[config.mk]
export PLATFORM = sky130hd
export DESIGN_NAME = ling_adder_pipe
export DESIGN_NICKNAME = d
export VERILOG_FILES = /design/src/rtl/ling_adder_pkg.sv /design/src/rtl/ling_adder_pipe_group16.sv /design/src/rtl/ling_adder_pipe.sv
export SDC_FILE = /design/constraint.sdc
export NUM_CORES = 1
export LEC_CHECK = 0
export ABC_CLOCK_PERIOD_IN_PS = 2000
export CAP_MARGIN = 30
export CORE_MARGIN = 2
export CORE_UTILIZATION = 30
export CTS_BUF_LIST = sky130_fd_sc_hd__clkbuf_2 sky130_fd_sc_hd__clkbuf_4 sky130_fd_sc_hd__clkbuf_8
export DETAILED_ROUTE_END_ITERATION = 7
export PLACE_DENSITY = 0.51
export SYNTH_ARGS = -nofsm -noshare
export SYNTH_HDL_FRONTEND = slang
export SYNTH_SLANG_ARGS = --single-unit
[constraint.sdc]
create_clock -name clk -period 2 [get_ports clk]
set_input_delay 0.2 -clock clk [delete_from_list [all_inputs] [get_ports clk]]
set_output_delay 0.2 -clock clk [all_outputs]
set_load 0.1 [all_outputs]
[src/rtl/ling_adder_pkg.sv]
// ----------------------------------------------------------------------------
// ling_adder_pkg
// Shared constants, helpers and types for the pipelined Ling adder.
//   GROUP_W      : bits per Ling group (16)
//   MAX_WIDTH    : widest supported operand (128)
//   group_count  : number of 16-bit groups for a given operand width
//   stage_rec_t  : first pipeline stage record (valid, t=a|b, p=a^b, g=a&b, cin),
//                  sized for MAX_WIDTH; narrower adders use the low bits.
// ----------------------------------------------------------------------------
package ling_adder_pkg;

    localparam int GROUP_W   = 16;
    localparam int MAX_WIDTH = 128;

    function automatic int group_count(input int width);
        return width / GROUP_W;
    endfunction

    typedef struct packed {
        logic                 valid;
        logic [MAX_WIDTH-1:0] t;
        logic [MAX_WIDTH-1:0] p;
        logic [MAX_WIDTH-1:0] g;
        logic                 cin;
    } stage_rec_t;

endpackage

[src/rtl/ling_adder_pipe_group16.sv]
// ----------------------------------------------------------------------------
// ling_group16
// Combinational 16-bit Ling group.
//   t  [15:0] : bit transmit (a|b), or group-level transmit at the upper level
//   g  [15:0] : bit generate (a&b), or group-level generate
//   ci        : group carry-in
//   h  [16:1] : Ling pseudo-carries; the real carry into bit k is t[k-1] & h[k]
//   gp        : group propagate (all bits transmit)
//   gg        : group carry-out for the given ci
// ----------------------------------------------------------------------------
module ling_group16
    import ling_adder_pkg::*;
(
    input  logic [GROUP_W-1:0] t,
    input  logic [GROUP_W-1:0] g,
    input  logic               ci,
    output logic [GROUP_W:1]   h,
    output logic               gp,
    output logic               gg
);

    // h[k+1] = g[k] | c[k] and c[k] = t[k-1] & h[k], so the recurrence only
    // needs t of the previous bit; this is what shortens the carry path.
    always_comb begin
        h    = '0;
        h[1] = g[0] | ci;
        for (int k = 1; k < GROUP_W; k++) begin
            h[k+1] = g[k] | (t[k-1] & h[k]);
        end
    end

    assign gp = &t;
    assign gg = t[GROUP_W-1] & h[GROUP_W];

endmodule

[src/rtl/ling_adder_pipe.sv]
// ----------------------------------------------------------------------------
// ling_adder_pipe
// Three-stage pipelined Ling carry-lookahead adder with valid/ready handshake.
//   {cout, sum} = a + b' + cin', ovf = signed overflow of that sum.
// Optional feature macro: LING_ADDER_SUB_EN adds the `sub` port; with sub=1,
// b' = ~b and cin' = ~cin (subtract / subtract-with-borrow).
// Ports:
//   clk, rst              : clock, synchronous active-high reset
//   in_valid / in_ready   : operand beat handshake (a, b, cin [, sub])
//   out_valid / out_ready : result beat handshake (sum, cout, ovf)
// Stages: S1 bit t/p/g, S2 per-group Ling h and group P/G (group carry-in 0),
//         S3 group lookahead, carry correction, sum/cout/ovf.
// ----------------------------------------------------------------------------
module ling_adder_pipe
    import ling_adder_pkg::*;
#(
    parameter int WIDTH = 64,
    parameter int GROUP = 16
) (
    input  logic             clk,
    input  logic             rst,
    input  logic             in_valid,
    output logic             in_ready,
    input  logic [WIDTH-1:0] a,
    input  logic [WIDTH-1:0] b,
    input  logic             cin,
`ifdef LING_ADDER_SUB_EN
    input  logic             sub,
`endif
    output logic             out_valid,
    input  logic             out_ready,
    output logic [WIDTH-1:0] sum,
    output logic             cout,
    output logic             ovf
);

    localparam int NG = group_count(WIDTH);

    generate
        if ((WIDTH % GROUP_W) != 0 || WIDTH < GROUP_W || WIDTH > MAX_WIDTH || GROUP != GROUP_W) begin : g_bad_cfg
            $error("ling_adder_pipe: WIDTH must be a multiple of 16 in 16..128 and GROUP must be 16");
        end
    endgenerate

    // ---------------- effective operands ----------------
    logic [WIDTH-1:0] b_eff;
    logic             cin_eff;
`ifdef LING_ADDER_SUB_EN
    assign b_eff   = sub ? ~b : b;
    assign cin_eff = cin ^ sub;
`else
    assign b_eff   = b;
    assign cin_eff = cin;
`endif

    // ---------------- flow control ----------------
    stage_rec_t             s1_reg;
    stage_rec_t             s1_next;
    logic                   v2_reg;
    logic [WIDTH-1:0]       t2_reg;
    logic [WIDTH-1:0]       p2_reg;
    logic [NG-1:0][16:1]    h2_reg;
    logic [NG-1:0]          gp2_reg;
    logic [NG-1:0]          gg2_reg;
    logic                   cin2_reg;
    logic                   out_valid_reg;
    logic [WIDTH-1:0]       sum_reg;
    logic                   cout_reg;
    logic                   ovf_reg;

    logic ready1;
    logic ready2;
    logic ready3;

    // Each stage may load when empty or when its occupant leaves this cycle.
    assign ready3   = ~out_valid_reg | out_ready;
    assign ready2   = ~v2_reg | ready3;
    assign ready1   = ~s1_reg.valid | ready2;
    assign in_ready = ready1 & ~rst;

    // ---------------- S1 ----------------
    always_comb begin
        s1_next               = '0;
        s1_next.valid         = 1'b1;
        s1_next.t[WIDTH-1:0]  = a | b_eff;
        s1_next.p[WIDTH-1:0]  = a ^ b_eff;
        s1_next.g[WIDTH-1:0]  = a & b_eff;
        s1_next.cin           = cin_eff;
    end

    always_ff @(posedge clk) begin
        if (rst) begin
            s1_reg <= '0;
        end else if (ready1) begin
            if (in_valid) begin
                s1_reg <= s1_next;
            end else begin
                s1_reg.valid <= 1'b0;
            end
        end
    end

    generate
        if (WIDTH < MAX_WIDTH) begin : g_pad
            logic unused_pad;
            assign unused_pad = ^{s1_reg.t[MAX_WIDTH-1:WIDTH], s1_reg.p[MAX_WIDTH-1:WIDTH],
                                  s1_reg.g[MAX_WIDTH-1:WIDTH]};
        end
    endgenerate

    // ---------------- S2 ----------------
    // Groups are evaluated with carry-in 0; the real carry-in is folded in at S3.
    logic [NG-1:0][16:1] h_s2;
    logic [NG-1:0]       gp_s2;
    logic [NG-1:0]       gg_s2;

    generate
        for (genvar gi = 0; gi < NG; gi++) begin : g_grp
            ling_group16 u_grp (
                .t  (s1_reg.t[GROUP_W*gi +: GROUP_W]),
                .g  (s1_reg.g[GROUP_W*gi +: GROUP_W]),
                .ci (1'b0),
                .h  (h_s2[gi]),
                .gp (gp_s2[gi]),
                .gg (gg_s2[gi])
            );
        end
    endgenerate

    always_ff @(posedge clk) begin
        if (rst) begin
            v2_reg   <= 1'b0;
            t2_reg   <= '0;
            p2_reg   <= '0;
            h2_reg   <= '0;
            gp2_reg  <= '0;
            gg2_reg  <= '0;
            cin2_reg <= 1'b0;
        end else if (ready2) begin
            v2_reg <= s1_reg.valid;
            if (s1_reg.valid) begin
                t2_reg   <= s1_reg.t[WIDTH-1:0];
                p2_reg   <= s1_reg.p[WIDTH-1:0];
                h2_reg   <= h_s2;
                gp2_reg  <= gp_s2;
                gg2_reg  <= gg_s2;
                cin2_reg <= s1_reg.cin;
            end
        end
    end

    // ---------------- S3: group lookahead ----------------
    logic [NG-1:0] grp_cin;

    generate
        if (NG > 1) begin : g_la
            // Group generate implies nothing about group propagate, so the
            // group-level transmit is G|P; that keeps C = T & H valid.
            logic [GROUP_W-1:0] la_t;
            logic [GROUP_W-1:0] la_g;
            logic [GROUP_W:1]   la_h;
            logic               la_gp;
            logic               la_gg;
            logic               unused_la;

            always_comb begin
                la_t         = '0;
                la_g         = '0;
                la_t[NG-1:0] = gg2_reg | gp2_reg;
                la_g[NG-1:0] = gg2_reg;
            end

            ling_group16 u_la (
                .t  (la_t),
                .g  (la_g),
                .ci (cin2_reg),
                .h  (la_h),
                .gp (la_gp),
                .gg (la_gg)
            );

            assign grp_cin[0] = cin2_reg;
            for (genvar gi = 1; gi < NG; gi++) begin : g_gc
                assign grp_cin[gi] = la_t[gi-1] & la_h[gi];
            end
            assign unused_la = ^{la_h[GROUP_W:NG], la_gp, la_gg};
        end else begin : g_one
            logic unused_one;
            assign grp_cin[0] = cin2_reg;
            assign unused_one = ^{gg2_reg, gp2_reg};
        end
    endgenerate

    // ---------------- S3: bit carries, sum ----------------
    // True pseudo-carry with group carry-in ci is h0[k] | ci & (t of all lower
    // bits in the group); the real carry is then t[k-1] & h[k].
    logic [WIDTH:0]   carry;
    logic             run;
    logic [WIDTH-1:0] sum_next;
    logic             cout_next;
    logic             ovf_next;

    always_comb begin
        carry    = '0;
        run      = 1'b1;
        carry[0] = cin2_reg;
        for (int j = 0; j < NG; j++) begin
            run = 1'b1;
            for (int k = 1; k <= GROUP_W; k++) begin
                carry[GROUP_W*j+k] = t2_reg[GROUP_W*j+k-1] & (h2_reg[j][k] | (grp_cin[j] & run));
                run                = run & t2_reg[GROUP_W*j+k-1];
            end
        end
    end

    assign sum_next  = p2_reg ^ carry[WIDTH-1:0];
    assign cout_next = carry[WIDTH];
    // Signed overflow is exactly a disagreement between carry into and out of the MSB.
    assign ovf_next  = carry[WIDTH] ^ carry[WIDTH-1];

    always_ff @(posedge clk) begin
        if (rst) begin
            out_valid_reg <= 1'b0;
            sum_reg       <= '0;
            cout_reg      <= 1'b0;
            ovf_reg       <= 1'b0;
        end else if (ready3) begin
            out_valid_reg <= v2_reg;
            if (v2_reg) begin
                sum_reg  <= sum_next;
                cout_reg <= cout_next;
                ovf_reg  <= ovf_next;
            end
        end
    end

    assign out_valid = out_valid_reg;
    assign sum       = sum_reg;
    assign cout      = cout_reg;
    assign ovf       = ovf_reg;

endmodule

# --- Word-level counts from Yosys, hierarchy flattened ---
# Index checks and enable logic that the tools add are counted.
totals:
  ff_bits: 461
  input_bits: 133
  out_inout_bits: 68
  elab_cells: 413
op_classes:
  mux: 1
  bitwise: 387
  n_reduce_logical: 6
op_table:
  columns: ["op", "n"]
  rows:
  - ["$and A1 B1 Y1", 247]
  - ["$or A1 B1 Y1", 130]
  - ["$xor A64 B64 Y64", 2]
  - ["$and A64 B64 Y64", 1]
  - ["$or A64 B64 Y64", 1]
  - ["$reduce_and A16 Y1", 3]
  - ["$reduce_and A2 Y1", 3]
  - ["$not A1 Y1", 4]
  - ["$or A3 B3 Y3", 1]
  - ["$mux W1", 1]
  - ["$xor A1 B1 Y1", 1]

# --- Longest topological paths before layout ---
logic_depth:
  word_depth: 31
  mapped_depth: 9
  depth_no_buf: 6

# --- Hierarchy ---
# Synthesis repeated with hierarchy kept, for this count alone.
hier_totals:
  hier_cells: 2696
  area_unflattened_um2: 21192.8
modules_own_cells:
  columns: ["module", "instances", "cells_each", "area_each_um2", "seq_area_each_um2"]
  rows:
  - ["ling_adder_pipe", 1, 2411, 19372.3, 9268.9]
  - ["ling_group16", 5, 57, 364.1, 0.0]

# --- Worst setup path before layout ---
# No wires, ideal clock.
synth_timing:
  kind: "reg-to-output"
  from: "register out_valid_reg, in the netlist out_valid"
  to: "output in_ready"
  arrival_ns: 2.502
  t_required_ns: 1.800
  slack_ns: -0.702
  path_stages_with_launch: 4
  n_path_buf: 0
  cell_sequence: "dfxtp_1 nand2b_1 nor2_1 a21oi_1"
synth_between:
  elab_chain_cells: 5
synth_rtl:
  columns: ["element", "line", "source"]
  rows:
  - ["from (decl)", "ling_adder_pipe.sv:66", "logic out_valid_reg;"]
  - ["from (signal assigned)", "ling_adder_pipe.sv:228", "out_valid_reg <= v2_reg;"]
  - ["$not A1 Y1", "ling_adder_pipe.sv:76", "assign ready3 = ~out_valid_reg | out_ready;"]
  - ["$or A1 B1 Y1", "ling_adder_pipe.sv:76", null]
  - ["$or A1 B1 Y1", "ling_adder_pipe.sv:77", "assign ready2 = ~v2_reg | ready3;"]
  - ["$or A1 B1 Y1", "ling_adder_pipe.sv:78", "assign ready1 = ~s1_reg.valid | ready2;"]
  - ["$and A1 B1 Y1", "ling_adder_pipe.sv:79", "assign in_ready = ready1 & ~rst;"]
  - ["to (decl)", "ling_adder_pipe.sv:23", "output logic in_ready,"]
# No other way between the ends.

# --- Worst setup path in the final report ---
layout_timing:
  from: "register s1_reg[50] (netlist bit)"
  to: "register h2_reg[60] (netlist bit)"
layout_between:
  elab_chain_cells: 23
layout_rtl:
  columns: ["element", "line", "source"]
  rows:
  - ["from (decl)", "ling_adder_pipe.sv:57", "stage_rec_t s1_reg;"]
  - ["from (signal assigned)", "ling_adder_pipe.sv:96", "s1_reg <= s1_next;"]
  - ["$or A1 B1 Y1", "ling_adder_pipe_group16.sv:28", "h[k+1] = g[k] | (t[k-1] & h[k]);"]
  - ["$and A1 B1 Y1", "ling_adder_pipe_group16.sv:28", null]
  - ["$or A1 B1 Y1", "ling_adder_pipe_group16.sv:28", null]
  - ["$and A1 B1 Y1", "ling_adder_pipe_group16.sv:28", null]
  - ["$or A1 B1 Y1", "ling_adder_pipe_group16.sv:28", null]
  - ["$and A1 B1 Y1", "ling_adder_pipe_group16.sv:28", null]
  - ["$or A1 B1 Y1", "ling_adder_pipe_group16.sv:28", null]
  - ["$and A1 B1 Y1", "ling_adder_pipe_group16.sv:28", null]
  - ["[... 7 more ...]", null, null]
  - ["$and A1 B1 Y1", "ling_adder_pipe_group16.sv:28", null]
  - ["$or A1 B1 Y1", "ling_adder_pipe_group16.sv:28", null]
  - ["$and A1 B1 Y1", "ling_adder_pipe_group16.sv:28", null]
  - ["$or A1 B1 Y1", "ling_adder_pipe_group16.sv:28", null]
  - ["$and A1 B1 Y1", "ling_adder_pipe_group16.sv:28", null]
  - ["$or A1 B1 Y1", "ling_adder_pipe_group16.sv:28", null]
  - ["$and A1 B1 Y1", "ling_adder_pipe_group16.sv:28", null]
  - ["$or A1 B1 Y1", "ling_adder_pipe_group16.sv:28", null]
  - ["to (signal assigned)", "ling_adder_pipe.sv:144", "h2_reg <= h_s2;"]
  - ["to (decl)", "ling_adder_pipe.sv:62", "logic [NG-1:0][16:1] h2_reg;"]
# No other way between the ends.
# A chain may end at the register's enable or synchronous reset.

==> results_dict.tcl <==
set metrics [dict create \
    ys_types 66 \
    ios 201 \
    die_w_um 263 \
    max-cap-violations 0 \
    syn_area_um2 20100 \
    overflow 0 \
    power_uw 21800 \
    p_switching_uw 5750 \
    drt_iter0_drc 868 \
    clock_sinks 461 \
    finClkSkew_ns 0.0229 \
    gp_congestion 0.807 \
    startpoint_type "flop" \
    synthArstFlopShare_pct 0 \
    seq_area_frac_synth_pct 45.8 \
    fp-row-count 94 \
    placedCellCount 3551 \
    grt_util_met3_pct 2.72 \
    num_vias 17435 \
    ant_nets 0 \
    avgSynthCellArea_um2 8.05 \
    die_h_um 263 \
    p_sw_share_pct 26.4 \
    nets 3034 \
    gr-usage-met2_pct 26.3 \
    ys_warn_count 0 \
    status "finished, final reports clean" \
    grt_use_met1_pct 20.6 \
    drc 0 \
    grt-busiest-layer "met2" \
    tightest_slew_ns 0.549 \
    path_class "flop to flop" \
    syn-num-nets 2762 \
    end_kind "flop" \
    vias_per_cell 4.71 \
    synthFlopType "dfxtp_1" \
    syn2layout_area_growth_pct 27.5 \
    grt_pass1_vias 17648 \
    dieArea_um2 69200 \
    fin_setup_tns_ns 0 \
    synth_edf_count 0 \
    p_int_uw 16000 \
    arrival_ns 2.45 \
    groute.usage.overall_pct 15.7 \
    slew_headroom_pct 63.0 \
    cts_tree "built" \
    grt_max_degree 93 \
    max_freq_ghz 0.518 \
    largest_reg_flops 194 \
    powerDensity_nw_per_um2 849 \
    root_buffer "clkbuf_8" \
    hold_viol 0 \
    p_seq_share_pct 45.8 \
    port_buffers 200 \
    dr.pass1.iters 5 \
    netlist_instances 2501 \
    antenna_found_initial 1 \
    p_leak_uw 0.0104 \
    clkLatencyLatePin_ns 0.64 \
    grt_setup_unrepaired "yes" \
    worstPathRequired_ns 2.52 \
    slew_viol_final 0 \
    instances_no_fill 3698 \
    ys_ff_latch 461 \
    core_area_um2 66100 \
    hold_class "input port to flop" \
    drt_wl_total_um 55100 \
    start_util_pct 30.5 \
    power.clock.fraction_pct 42.6 \
    fin_area_um2 25700 \
    clockBufferDepth 3 \
    fillCellCount 6848 \
    cts_buffers 81 \
    dpl_cell_area_um2 23800 \
    hold_slack_ns 0.141 \
    period_minus_slack_ns 1.93 \
    ir_drop_uv 424 \
    combPwrFrac_pct 11.6 \
    period_share_pct 96.5 \
    clk_pin_slew_worst_paths_ns 0.06 \
    htree_levels 3 \
    crit_fanout 3 \
    dp.final_hpwl_um 39700 \
    drive_gt1_share_pct 13.9 \
    setup_viol_count_final 0 \
    grt_first_pass_wirelength_um 89900 \
    routedWlPerCell_um 14.9 \
]
[repair_timing]
action / CTS / global route
endpoints found under the hold margin: 24 / 0
hold buffers: 1 / 0
setup buffers: 0 / 2
setup endpoints to repair: 7 / 29
resized for setup: 8 / 19
pin swaps: 1 / 2
[per-layer routing]
metal | vias up | wire length [um]
met5 | - | 0
met4 | 0 | 990
met3 | 69 | 2080
met2 | 267 | 25700
met1 | 8158 | 26400
li1 | 8941 | -
[cell type report]
class,count,area (um^2),share of cell area [%]
antenna,1,2.50,0.00975
clock buffer,131,1590,6.19
clock inverter,12,140,0.546
inverter,145,544,2.12
multi-input combinational,1738,9840,38.3
sequential,461,9240,36.0
tap,864,1080,4.21
timing repair buffer,346,3250,12.6
[cells in the final DEF, fill, tap and decap left out, drive strengths merged, types with 44 or more instances in the layout]
cell           instances
nand2                597
nor3                  44
buf                  214
ha                   128
o21ai                 55
a211oi               141
inv                  145
nor2                 200
a21oi                333
clkbuf               131
clkdlybuf4s50        131
dfxtp                461
[synth_stat cells, drive strengths merged, types with 15 or more instances]
cell type  instances  area share [%]
buf               34            0.88
nor3              44             1.1
ha               128             8.0
inv              145             2.7
a21o              15            0.56
a21oi            333             8.3
clkbuf           123             2.4
nor4              15            0.50
a211oi           141             5.3
xor2              42             1.8
nor2             200             3.8
dfxtp            461              46
nand3             20            0.52
o21ai             55             1.4
nand2            597              11
[per-stage QoR]
stage,utilization [%],setup slack (ns)
finish,38.8,0.0698
global placement,36.0,-0.215
floorplan,-,0.0824
detailed placement,36.0,-0.239
CTS,38.7,0.00328
global route,38.8,-0.0609
[worst max-delay path: stages (launching register included)]
cell and delay [ns]:
dfxtp_1 0.36, a211oi_1 0.06, buf_4 0.14, o31ai_4 0.31
a2111oi_4 0.14, or3_4 0.44, a2111oi_4 0.36
[kinds of logic after synthesis]
kind of cell	share of synthesized area, %
XOR/XNOR	2.44
buffers and inverters	6.03
AO/OA/AOI/OAI	17.8
adder cells (fa/ha/maj)	7.95
multiplexers	0.348
AND/OR/NAND/NOR	19.6
flip-flops	45.8
[power by group through the flow]
stage | logic (uW) | clock network, uW | registers [uW]
after detailed placement | 2540 | 0 | 10200
after CTS | 2560 | 9570 | 9970
after floorplan | 1190 | 0 | 10400
after global routing | 2810 | 9970 | 10000
after global placement | 2510 | 0 | 10200
final | 2530 | 9290 | 9970
[worst paths after layout]
check                      startpoint                       to  slack [ns]  cells after the start
max reg2reg   s1_reg[50]$_SDFFE_PP0P_  h2_reg[60]$_SDFFE_PP0P_        0.07                      6
min reg2reg  s1_reg[153]$_SDFFE_PP0P_  p2_reg[24]$_SDFFE_PP0P_        0.45                      2
min                               cin   s1_reg[0]$_SDFFE_PP0P_        0.14                      3
max           s1_reg[50]$_SDFFE_PP0P_  h2_reg[60]$_SDFFE_PP0P_        0.07                      6
(Power assumes the default switching activity.)
